### config.mk
export PLATFORM = sky130hd
export DESIGN_NAME = div_unit_flat
export DESIGN_NICKNAME = d
export VERILOG_FILES = /design/src/rtl/div_unit_if.sv /design/src/rtl/div_unit.sv /design/src/flat_wrapper.sv
export SDC_FILE = /design/constraint.sdc
export NUM_CORES = 1
export LEC_CHECK = 0
export ABC_AREA = 1
export BUFFER_PORTS_ARGS = -buffer_cell sky130_fd_sc_hd__buf_4
export CORE_UTILIZATION = 50
export CTS_CLUSTER_SIZE = 12
export DETAILED_ROUTE_END_ITERATION = 16
export GPL_TIMING_DRIVEN = 1
export PLACE_DENSITY = 0.69
export SETUP_SLACK_MARGIN = 0.2
export SYNTH_ARGS = -nofsm -noshare
export SYNTH_HDL_FRONTEND = slang
export SYNTH_SLANG_ARGS = --single-unit
### constraint.sdc
create_clock -name clk -period 4.7 [get_ports clk]
set_clock_uncertainty 0.15 [all_clocks]
set_input_delay 1.175 -clock clk [delete_from_list [all_inputs] [get_ports clk]]
set_output_delay 1.175 -clock clk [all_outputs]
set_load 0.01 [all_outputs]
### src/rtl/div_unit_if.sv
// Operand/result bundle between the EX stage (master) and the divider (slave).
// Signal names follow the divider's point of view.
interface div_unit_if #(
    parameter int unsigned WIDTH = 32
);
    logic                 signed_div_i;
    logic [WIDTH-1:0]     opdata1_i;
    logic [WIDTH-1:0]     opdata2_i;
    logic                 start_i;
    logic                 annul_i;
    logic [2*WIDTH-1:0]   result_o;
    logic                 ready_o;

    modport master (
        output signed_div_i,
        output opdata1_i,
        output opdata2_i,
        output start_i,
        output annul_i,
        input  result_o,
        input  ready_o
    );

    modport slave (
        input  signed_div_i,
        input  opdata1_i,
        input  opdata2_i,
        input  start_i,
        input  annul_i,
        output result_o,
        output ready_o
    );
endinterface

### src/rtl/div_unit.sv
// Bit-serial restoring divider for DIV/DIVU; returns {remainder, quotient}.
// Optional DIV_EARLY_OUT_EN: skip the iteration when |dividend| < |divisor|.
module div_unit #(
    parameter int unsigned WIDTH = 32
) (
    input logic          clk,
    input logic          rst,
    div_unit_if.slave    bus
);
    localparam int unsigned CntW = $clog2(WIDTH + 1);

    typedef enum logic [1:0] {StFree, StByZero, StOn, StEnd} state_e;

    state_e               state_q, state_d;
    logic [CntW-1:0]      cnt_q, cnt_d;
    logic [WIDTH-1:0]     dividend_q, dividend_d;
    logic [WIDTH-1:0]     divisor_q, divisor_d;
    logic [WIDTH-1:0]     rem_q, rem_d;
    logic                 neg_quo_q, neg_quo_d;
    logic                 neg_rem_q, neg_rem_d;
    logic [2*WIDTH-1:0]   result_q, result_d;
    logic                 ready_q, ready_d;

    logic                 op1_neg, op2_neg;
    logic [WIDTH-1:0]     abs1, abs2;
    logic [WIDTH:0]       rem_sh, trial;
    logic                 q_bit;
    logic [WIDTH-1:0]     rem_step, quo_step, rem_fix, quo_fix;

    always_comb begin
        op1_neg = bus.signed_div_i & bus.opdata1_i[WIDTH-1];
        op2_neg = bus.signed_div_i & bus.opdata2_i[WIDTH-1];
        // The most negative value negates to itself, which is its correct magnitude.
        abs1    = op1_neg ? -bus.opdata1_i : bus.opdata1_i;
        abs2    = op2_neg ? -bus.opdata2_i : bus.opdata2_i;

        rem_sh   = {rem_q, dividend_q[WIDTH-1]};
        trial    = rem_sh - {1'b0, divisor_q};
        q_bit    = ~trial[WIDTH];
        rem_step = q_bit ? trial[WIDTH-1:0] : rem_sh[WIDTH-1:0];
        quo_step = {dividend_q[WIDTH-2:0], q_bit};
        rem_fix  = neg_rem_q ? -rem_step : rem_step;
        quo_fix  = neg_quo_q ? -quo_step : quo_step;
    end

    always_comb begin
        state_d    = state_q;
        cnt_d      = cnt_q;
        dividend_d = dividend_q;
        divisor_d  = divisor_q;
        rem_d      = rem_q;
        neg_quo_d  = neg_quo_q;
        neg_rem_d  = neg_rem_q;
        result_d   = result_q;
        ready_d    = ready_q;

        unique case (state_q)
            StFree: begin
                result_d = '0;
                ready_d  = 1'b0;
                if (bus.start_i && !bus.annul_i) begin
                    // StByZero is the two-cycle short path; it reports {rem_q, 0}.
                    if (bus.opdata2_i == '0) begin
                        state_d = StByZero;
                        rem_d   = '0;
                    end
`ifdef DIV_EARLY_OUT_EN
                    else if (abs1 < abs2) begin
                        state_d = StByZero;
                        rem_d   = bus.opdata1_i;
                    end
`endif
                    else begin
                        state_d    = StOn;
                        dividend_d = abs1;
                        divisor_d  = abs2;
                        rem_d      = '0;
                        cnt_d      = '0;
                        neg_quo_d  = op1_neg ^ op2_neg;
                        neg_rem_d  = op1_neg;
                    end
                end
            end
            StByZero: begin
                state_d  = StEnd;
                result_d = {rem_q, {WIDTH{1'b0}}};
                ready_d  = 1'b1;
            end
            StOn: begin
                if (bus.annul_i) begin
                    state_d  = StFree;
                    result_d = '0;
                    ready_d  = 1'b0;
                end else begin
                    rem_d      = rem_step;
                    dividend_d = quo_step;
                    cnt_d      = cnt_q + CntW'(1);
                    if (cnt_q == CntW'(WIDTH - 1)) begin
                        state_d  = StEnd;
                        result_d = {rem_fix, quo_fix};
                        ready_d  = 1'b1;
                    end
                end
            end
            StEnd: begin
                if (!bus.start_i || bus.annul_i) begin
                    state_d  = StFree;
                    result_d = '0;
                    ready_d  = 1'b0;
                end
            end
            default: begin
                state_d  = StFree;
                result_d = '0;
                ready_d  = 1'b0;
            end
        endcase
    end

    always_ff @(posedge clk or negedge rst) begin
        if (!rst) begin
            state_q    <= StFree;
            cnt_q      <= '0;
            dividend_q <= '0;
            divisor_q  <= '0;
            rem_q      <= '0;
            neg_quo_q  <= 1'b0;
            neg_rem_q  <= 1'b0;
            result_q   <= '0;
            ready_q    <= 1'b0;
        end else begin
            state_q    <= state_d;
            cnt_q      <= cnt_d;
            dividend_q <= dividend_d;
            divisor_q  <= divisor_d;
            rem_q      <= rem_d;
            neg_quo_q  <= neg_quo_d;
            neg_rem_q  <= neg_rem_d;
            result_q   <= result_d;
            ready_q    <= ready_d;
        end
    end

    assign bus.result_o = result_q;
    assign bus.ready_o  = ready_q;
endmodule

### src/flat_wrapper.sv
// flat-port wrapper written by rule: the top's interface ports become plain ports
module div_unit_flat 
#(
    parameter int unsigned WIDTH = 32
)
  (clk, rst, bus_signed_div_i, bus_opdata1_i, bus_opdata2_i, bus_start_i, bus_annul_i, bus_result_o, bus_ready_o);
  div_unit_if #(.WIDTH(WIDTH)) bus_i ();
  input logic clk;
  input logic rst;
  input wire logic [$bits(bus_i.signed_div_i)-1:0] bus_signed_div_i;
  input wire logic [$bits(bus_i.opdata1_i)-1:0] bus_opdata1_i;
  input wire logic [$bits(bus_i.opdata2_i)-1:0] bus_opdata2_i;
  input wire logic [$bits(bus_i.start_i)-1:0] bus_start_i;
  input wire logic [$bits(bus_i.annul_i)-1:0] bus_annul_i;
  output wire logic [$bits(bus_i.result_o)-1:0] bus_result_o;
  output wire logic [$bits(bus_i.ready_o)-1:0] bus_ready_o;
  assign bus_i.signed_div_i = bus_signed_div_i;
  assign bus_i.opdata1_i = bus_opdata1_i;
  assign bus_i.opdata2_i = bus_opdata2_i;
  assign bus_i.start_i = bus_start_i;
  assign bus_i.annul_i = bus_annul_i;
  assign bus_result_o = bus_i.result_o;
  assign bus_ready_o = bus_i.ready_o;
  div_unit #(.WIDTH(WIDTH)) u_core (.clk(clk), .rst(rst), .bus(bus_i));
endmodule
==> results of run 1 <==
report_power, final:
| part | switching (uW) | total, uW | internal [uW] |
|---|---|---|---|
| Sequential | 532 | 2570 | 2030 |
| Clock | 677 | 1430 | 749 |
| Combinational | 5740 | 8430 | 2690 |
repair_timing:
| item | in CTS | in global routing |
|---|---|---|
| setup buffers | 0 | 2 |
| endpoints found under the setup margin | 0 | 17 |
| gates resized for setup | 0 | 9 |
sequential cells by signal (all words and copies together), names as in the netlist:
register and cells:
u_core.neg_rem_q 1, u_core.cnt_q 6, u_core.dividend_q 32, u_core.neg_quo_q 1, u_core.bus.result_o 64, u_core.rem_q 32
u_core.bus.ready_o 1, u_core.divisor_q 32, u_core.state_q 2
cells in the final DEF, fill, tap and decap left out, types with 4 or more instances in the layout:
| cell | n |
|---|---|
| nand3_2 | 4 |
| ha_1 | 41 |
| or2_2 | 4 |
| nand3b_1 | 10 |
| o22ai_1 | 34 |
| buf_4 | 157 |
| inv_8 | 4 |
| o211ai_1 | 20 |
| xor2_1 | 59 |
| a21oi_1 | 47 |
| o21ai_1 | 16 |
| clkbuf_16 | 17 |
| inv_1 | 289 |
| nor3_1 | 27 |
| nor2_2 | 10 |
| nand4_1 | 24 |
| nor2_1 | 157 |
| xnor2_1 | 27 |
| nand2_4 | 7 |
| nand3_1 | 117 |
| inv_2 | 14 |
| nand2_1 | 746 |
| nor2_4 | 10 |
| nand2_2 | 33 |
| o31ai_1 | 5 |
| o21ai_0 | 160 |
| and2_1 | 6 |
| nor4_1 | 9 |
| dfrtp_1 | 171 |
worst paths after layout:
| check | end | slack, ns | cells past startpoint |
|---|---|---|---|
| min in group asynchronous | u_core.rem_q[23] | 0.66 | 1 |
| setup / recovery | u_core.bus.result_o[26] | 0.48 | 23 |
| hold reg to reg | u_core.bus.result_o[60] | 0.34 | 2 |
| setup reg to reg | u_core.bus.result_o[26] | 0.48 | 23 |
| max in group asynchronous | u_core.rem_q[13] | 2.71 | 2 |
| hold / removal | u_core.bus.result_o[60] | 0.34 | 2 |
routing by layer:
metal	up-vias	track usage [%]	share of wire, %
met5	-	0	0
met4	0	12.4	3.4
met3	95	4.21	6.5
met2	504	51.9	46
met1	6526	42.9	44
li1	7009	-	-
metrics by stage:
stage	setup WS, ns	power (uW)	cell area (um2)	instances	util (%)
floorplan	0.682	8520	13700	2145	-
global placement	0.486	10700	15000	2572	55.6
detailed placement	0.346	10800	15000	2572	55.6
CTS	0.313	12300	15600	2603	57.7
global route	0.157	13500	15600	2605	57.9
finish	0.477	12400	15600	2605	57.9
cell type report:
type	instances	area (um2)	share of cell area, %
clock buffers	19	433	2.77
flip-flops and latches	171	4280	27.4
repair buffers	159	1200	7.72
clock inverters	12	131	0.842
well taps	341	427	2.73
inverters	303	1140	7.29
multi-input cells	1600	7990	51.2
critical path, delay by kind of cell, from the launching register on:
kind                     cells  cell delay (ns)
buffers and inverters        1             0.12
XOR/XNOR                     1             0.16
AND/OR/NAND/NOR             16             2.06
AO/OA/AOI/OAI                2             0.34
flip-flops                   1             0.40
adder cells (fa/ha/maj)      3             0.86
cells by family after synthesis:
logic type	Yosys count	share of synthesized area (%)
simple gates	1167	36.2
xor+xnor	86	5.49
compound gates	305	12.4
fa+ha+maj	42	3.88
flops	171	31.2
buf+inv	374	10.9
==> impl_metrics.csv, run 1 <==
group,metric,value,unit
sta,hold_violations,0,
detailed_routing,first_pass_iters,7,
setup_path,crit_type,"reg -> reg",
setup_path,crit_path_frequent_cell,"nand2_4",
synthesis,synth_ff_type,"dfrtp_1",
power,p_per_area,796,nW/um2
setup_path,crit_path_end_kind,"flop",
sta,setup_viol,0,
sta,hold_ws,0.338,ns
worst_hold_path,hold_start,"u_core.bus.result_o[60]",
sta,period_share,89.9,%
detailed_routing,drt_wl_total,43700,um
setup_path,critPathLaunchType,"flop",
die,die_h,168,um
setup_path,crit_chain,"ha_1, fa_1, inv_1, nand2_1, nand2_1, nand3_1, nand2_2, nand2_2, nand2_4, nand2_4, nand2_4, nand2_4, nand2_4, ha_1, nand4_1, nor2_2, nand4_1, nand3b_1, nor3_4, nand3_2, o31ai_1, xor2_1, o21ai_0",
clocking,cts_tree,"done",
die,initial_core_util,51.0,%
sta,worst_slew_pin_slew,1.04,ns
sta,grt_setup_unrepaired,"yes",
final_layout,n_antenna_cell,0,
die,fp.dieW,168,um
sta,final_max_slew_viol_count,0,
setup_path,crit_path_max_incr_delay,0.42,ns
synthesis,ys_top_cells_by_area,"dfrtp_1 31%, nand2_1 20%, inv_1 7.9%, o21ai_0 5.9%, nor2_1 4.3%",
final_layout,nNetsFinal,2363,
detailed_routing,ant_nets,0,
setup_path,regToRegStartpoint,"u_core.divisor_q[0]",
clocking,clkSinkCount,171,
final_layout,nFillCells,2660,
synthesis,async_reset_ff_share,100,%
sta,max-slew-margin-rel,31.0,%
synthesis,synth_warnings,0,
clocking,cts_root_buf,"clkbuf_16",
synthesis,syn_inst,2145,
clocking,clk_path_buf_depth,2,
synthesis,yosys.area.top_type,"dfrtp_1",
status,status,"completed",
global_route,grt_pass1_wl,70300,um
synthesis,synth.distinct_cells,48,
synthesis,yosysMostFrequentCell,"nand2_1",
die,dieArea,28100,um2
global_route,grt_pass1_vias,13400,
global_route,grt_usage,31.8,%
global_route,grt_max_degree,92,
placed_design,portBuffers,133,
setup_path,slowest_stage,"fa_1",
final_layout,drive_gt1_share,12.3,%
synthesis,yosysSeqAreaShare,31.2,%
power,ir_worst_vdd,589,uV
final_layout,syn2layout_area_growth,13.6,%
setup_path,crit_required,4.86,ns
synthesis,synth.net_count,2256,
die,num_rows,60,
detailed_routing,wl_per_cell,16.8,um
synthesis,netlist_area,13700,um2
placed_design,hpwlAfterDp,34000,um
setup_path,cp.arrival,4.38,ns
sta,post-route-min-period,4.22,ns
clocking,clkTransAtPathRegs,0.07,ns
die,core,27000,um2
placed_design,routabilityCongestion,0.970,
clocking,h-tree-depth,4,
setup_path,crit_path_start,"u_core.divisor_q[0]",
synthesis,yosys.area.top_type_share,31.2,%
synthesis,synth-edff-count,0,
die,pin_count,134,
worst_hold_path,hold_class,"reg -> reg",
sta,tns,0,ns
global_route,antenna_found_initial,0,
detailed_routing,viasPerCell,5.43,
synthesis,synth_common_cells,"746 x nand2_1, 290 x inv_1, 171 x dfrtp_1",
clocking,cts_buffers,17,
detailed_routing,vias,14100,
synthesis,ys_seq_elements,171,
clocking,cts.hold.buffers_added,0,
detailed_routing,route.detailed.drc,0,
synthesis,syn_avg_cell_area,6.40,um2
sta,fmax,237,MHz
power,power_leakage,0.00835,uW
detailed_routing,drt_iter0_markers,1184,
global_route,overflow,0,
setup_path,crit_fanout,10,
job,drv_cap,0,
clocking,clock_latency,0.43,ns
Note: power is estimated with default switching activity, not from simulation.
==> run 2, diff against run 1 <==
--- a/config.mk
+++ b/config.mk
@@ -7,11 +7,11 @@
 export LEC_CHECK = 0
 export ABC_AREA = 1
 export BUFFER_PORTS_ARGS = -buffer_cell sky130_fd_sc_hd__buf_4
-export CORE_UTILIZATION = 50
+export CORE_UTILIZATION = 34
+export CTS_BUF_LIST = sky130_fd_sc_hd__clkbuf_16
 export CTS_CLUSTER_SIZE = 12
 export DETAILED_ROUTE_END_ITERATION = 16
 export GPL_TIMING_DRIVEN = 1
-export PLACE_DENSITY = 0.69
 export SETUP_SLACK_MARGIN = 0.2
 export SYNTH_ARGS = -nofsm -noshare
 export SYNTH_HDL_FRONTEND = slang
==> impl_metrics.csv, run 2 (synthesis gave the netlist of run 1 again) <==
group,metric,value,unit
setup_path,critPathLaunchType,"flop",
worst_hold_path,hold_start,"u_core.bus.result_o[51]",
final_layout,stdcell_area,15800,um2
setup_path,crit_required,4.93,ns
sta,tns,0,ns
final_layout,syn2layout_area_growth,15.3,%
sta,fmax,238,MHz
detailed_routing,vias,13900,
setup_path,crit_fanout,10,
setup_path,cp.arrival,4.43,ns
die,core,39800,um2
detailed_routing,route.detailed.drc,0,
clocking,h-tree-depth,4,
placed_design,portBuffers,133,
die,initial_core_util,34.5,%
sta,worst_slew_pin_slew,0.923,ns
die,pin_count,134,
clocking,clock_latency,0.46,ns
clocking,cts_root_buf,"clkbuf_16",
detailed_routing,first_pass_iters,6,
clocking,cts_tree,"done",
final_layout,nNetsFinal,2363,
sta,hold_violations,0,
global_route,grt_pass1_vias,13500,
detailed_routing,viasPerCell,4.99,
die,die_h,203,um
sta,final_max_slew_viol_count,0,
final_layout,layout_commonest_cell,"nand2_1",
setup_path,timing.rr.end,"u_core.bus.result_o[28]",
sta,post-route-min-period,4.20,ns
detailed_routing,drt_iter0_markers,988,
final_layout,fin_cells,2790,
power,power_leakage,0.00836,uW
clocking,post_cts_buffers,0,
power,finalPower,12400,uW
die,fp.dieW,203,um
placed_design,dpl.cell_count,2758,
setup_path,reg2regPathDepth,25,
clocking,clkTransAtPathRegs,0.08,ns
placed_design,place_area,15200,um2
sta,grt_setup_unrepaired,"yes",
setup_path,crit_type,"reg -> reg",
placed_design,hpwlAfterDp,35200,um
status,status,"completed",
clocking,clk_path_buf_depth,2,
setup_path,crit_path_end_kind,"flop",
worst_hold_path,holdPathStages,2,
sta,setup_viol,0,
sta,period_share,89.4,%
job,drv_cap,0,
final_layout,largest_reg_flops,64,
setup_path,r2r_slack,0.50,ns
final_layout,drive_gt1_share,12.2,%
final_layout,n_antenna_cell,0,
power,ir_worst_vdd,374,uV
detailed_routing,drt_wl_total,45100,um
die,dieArea,41200,um2
power,p_per_area,782,nW/um2
detailed_routing,wl_per_cell,16.2,um
setup_path,crit_path_max_incr_delay,0.40,ns
global_route,antenna_found_initial,0,
clocking,clkSinkCount,171,
worst_hold_path,hold_end,"u_core.bus.result_o[51]",
sta,max-slew-margin-rel,38.4,%
placed_design,routabilityCongestion,0.997,
worst_hold_path,hold_class,"reg -> reg",
setup_path,slowest_stage,"dfrtp_1",
final_layout,final_cell_mix,"746 x nand2_1, 290 x inv_1, 171 x dfrtp_1",
global_route,grt_usage,22.2,%
setup_path,regToRegStartpoint,"u_core.divisor_q[0]",
detailed_routing,ant_nets,0,
global_route,overflow,0,
global_route,grt_pass1_wl,71900,um
global_route,grt_max_degree,86,
clocking,cts_buffers,17,
die,num_rows,73,
==> run 2: metal layers <==
layer	vias to the layer above	GRT usage, %	share of wire (%)
li1	7002	-	-
met1	6526	27.8	44
met2	328	38.5	49
met3	76	3.05	3.8
met4	0	8.70	3.3
met5	-	0	0
==> run 2: worst max-delay path by stage <==
stage	startpoint	end	slack, ns	cells after the start
6_report	u_core.divisor_q[0]	u_core.bus.result_o[28]	0.50	25
4_1_cts	u_core.divisor_q[0]	u_core.bus.result_o[52]	0.39	26
5_1_grt	u_core.divisor_q[0]	u_core.bus.result_o[52]	0.20	28
2_1_floorplan	u_core.divisor_q[0]	u_core.bus.result_o[26]	0.68	25
3_5_place_dp	u_core.divisor_q[0]	u_core.bus.result_o[52]	0.43	26
3_3_place_gp	u_core.dividend_q[31]	u_core.bus.result_o[52]	0.55	27
==> run 2: metrics by stage <==
step / utilization [%] / hold WS, ns / setup WS (ns)
final: 39.8 / 0.333 / 0.496
after global routing: 39.8 / 0.351 / 0.200
after CTS: 39.7 / 0.340 / 0.394
after detailed placement: 38.3 / 0.322 / 0.432
after global placement: 38.3 / 0.317 / 0.547
after floorplan: - / 0.303 / 0.682
==> run 2: critical path, delay by kind of cell, from the launching register on <==
kind                       cells  cell delay, ns
DFF                            1            0.40
adders and majority gates      3            0.84
AOI/OAI and AO/OA              2            0.27
and+or+nand+nor               19            2.34
buffers and inverters          1            0.11
==> run 2: area by class of cell <==
class,instances,area [um2]
Clock buffer,17,425
Sequential cell,171,4280
Clock inverter,15,143
Inverter,303,1140
Timing Repair Buffer,159,1220
Multi-Input combinational cell,1600,7980
Tap cell,525,657
Fill cell,4374,24000
==> run 2: power by group <==
| group | internal (uW) | total, uW | switching, uW |
|---|---|---|---|
| combinational | 2700 | 8420 | 5720 |
| sequential | 2030 | 2540 | 507 |
| clock | 740 | 1430 | 691 |
==> run 2: timing repair <==
item | in CTS | in global routing
hold buffers | 0 | 0
gates resized for setup | 0 | 5
setup endpoints to repair | 0 | 14
endpoints found under the hold margin | 0 | 0
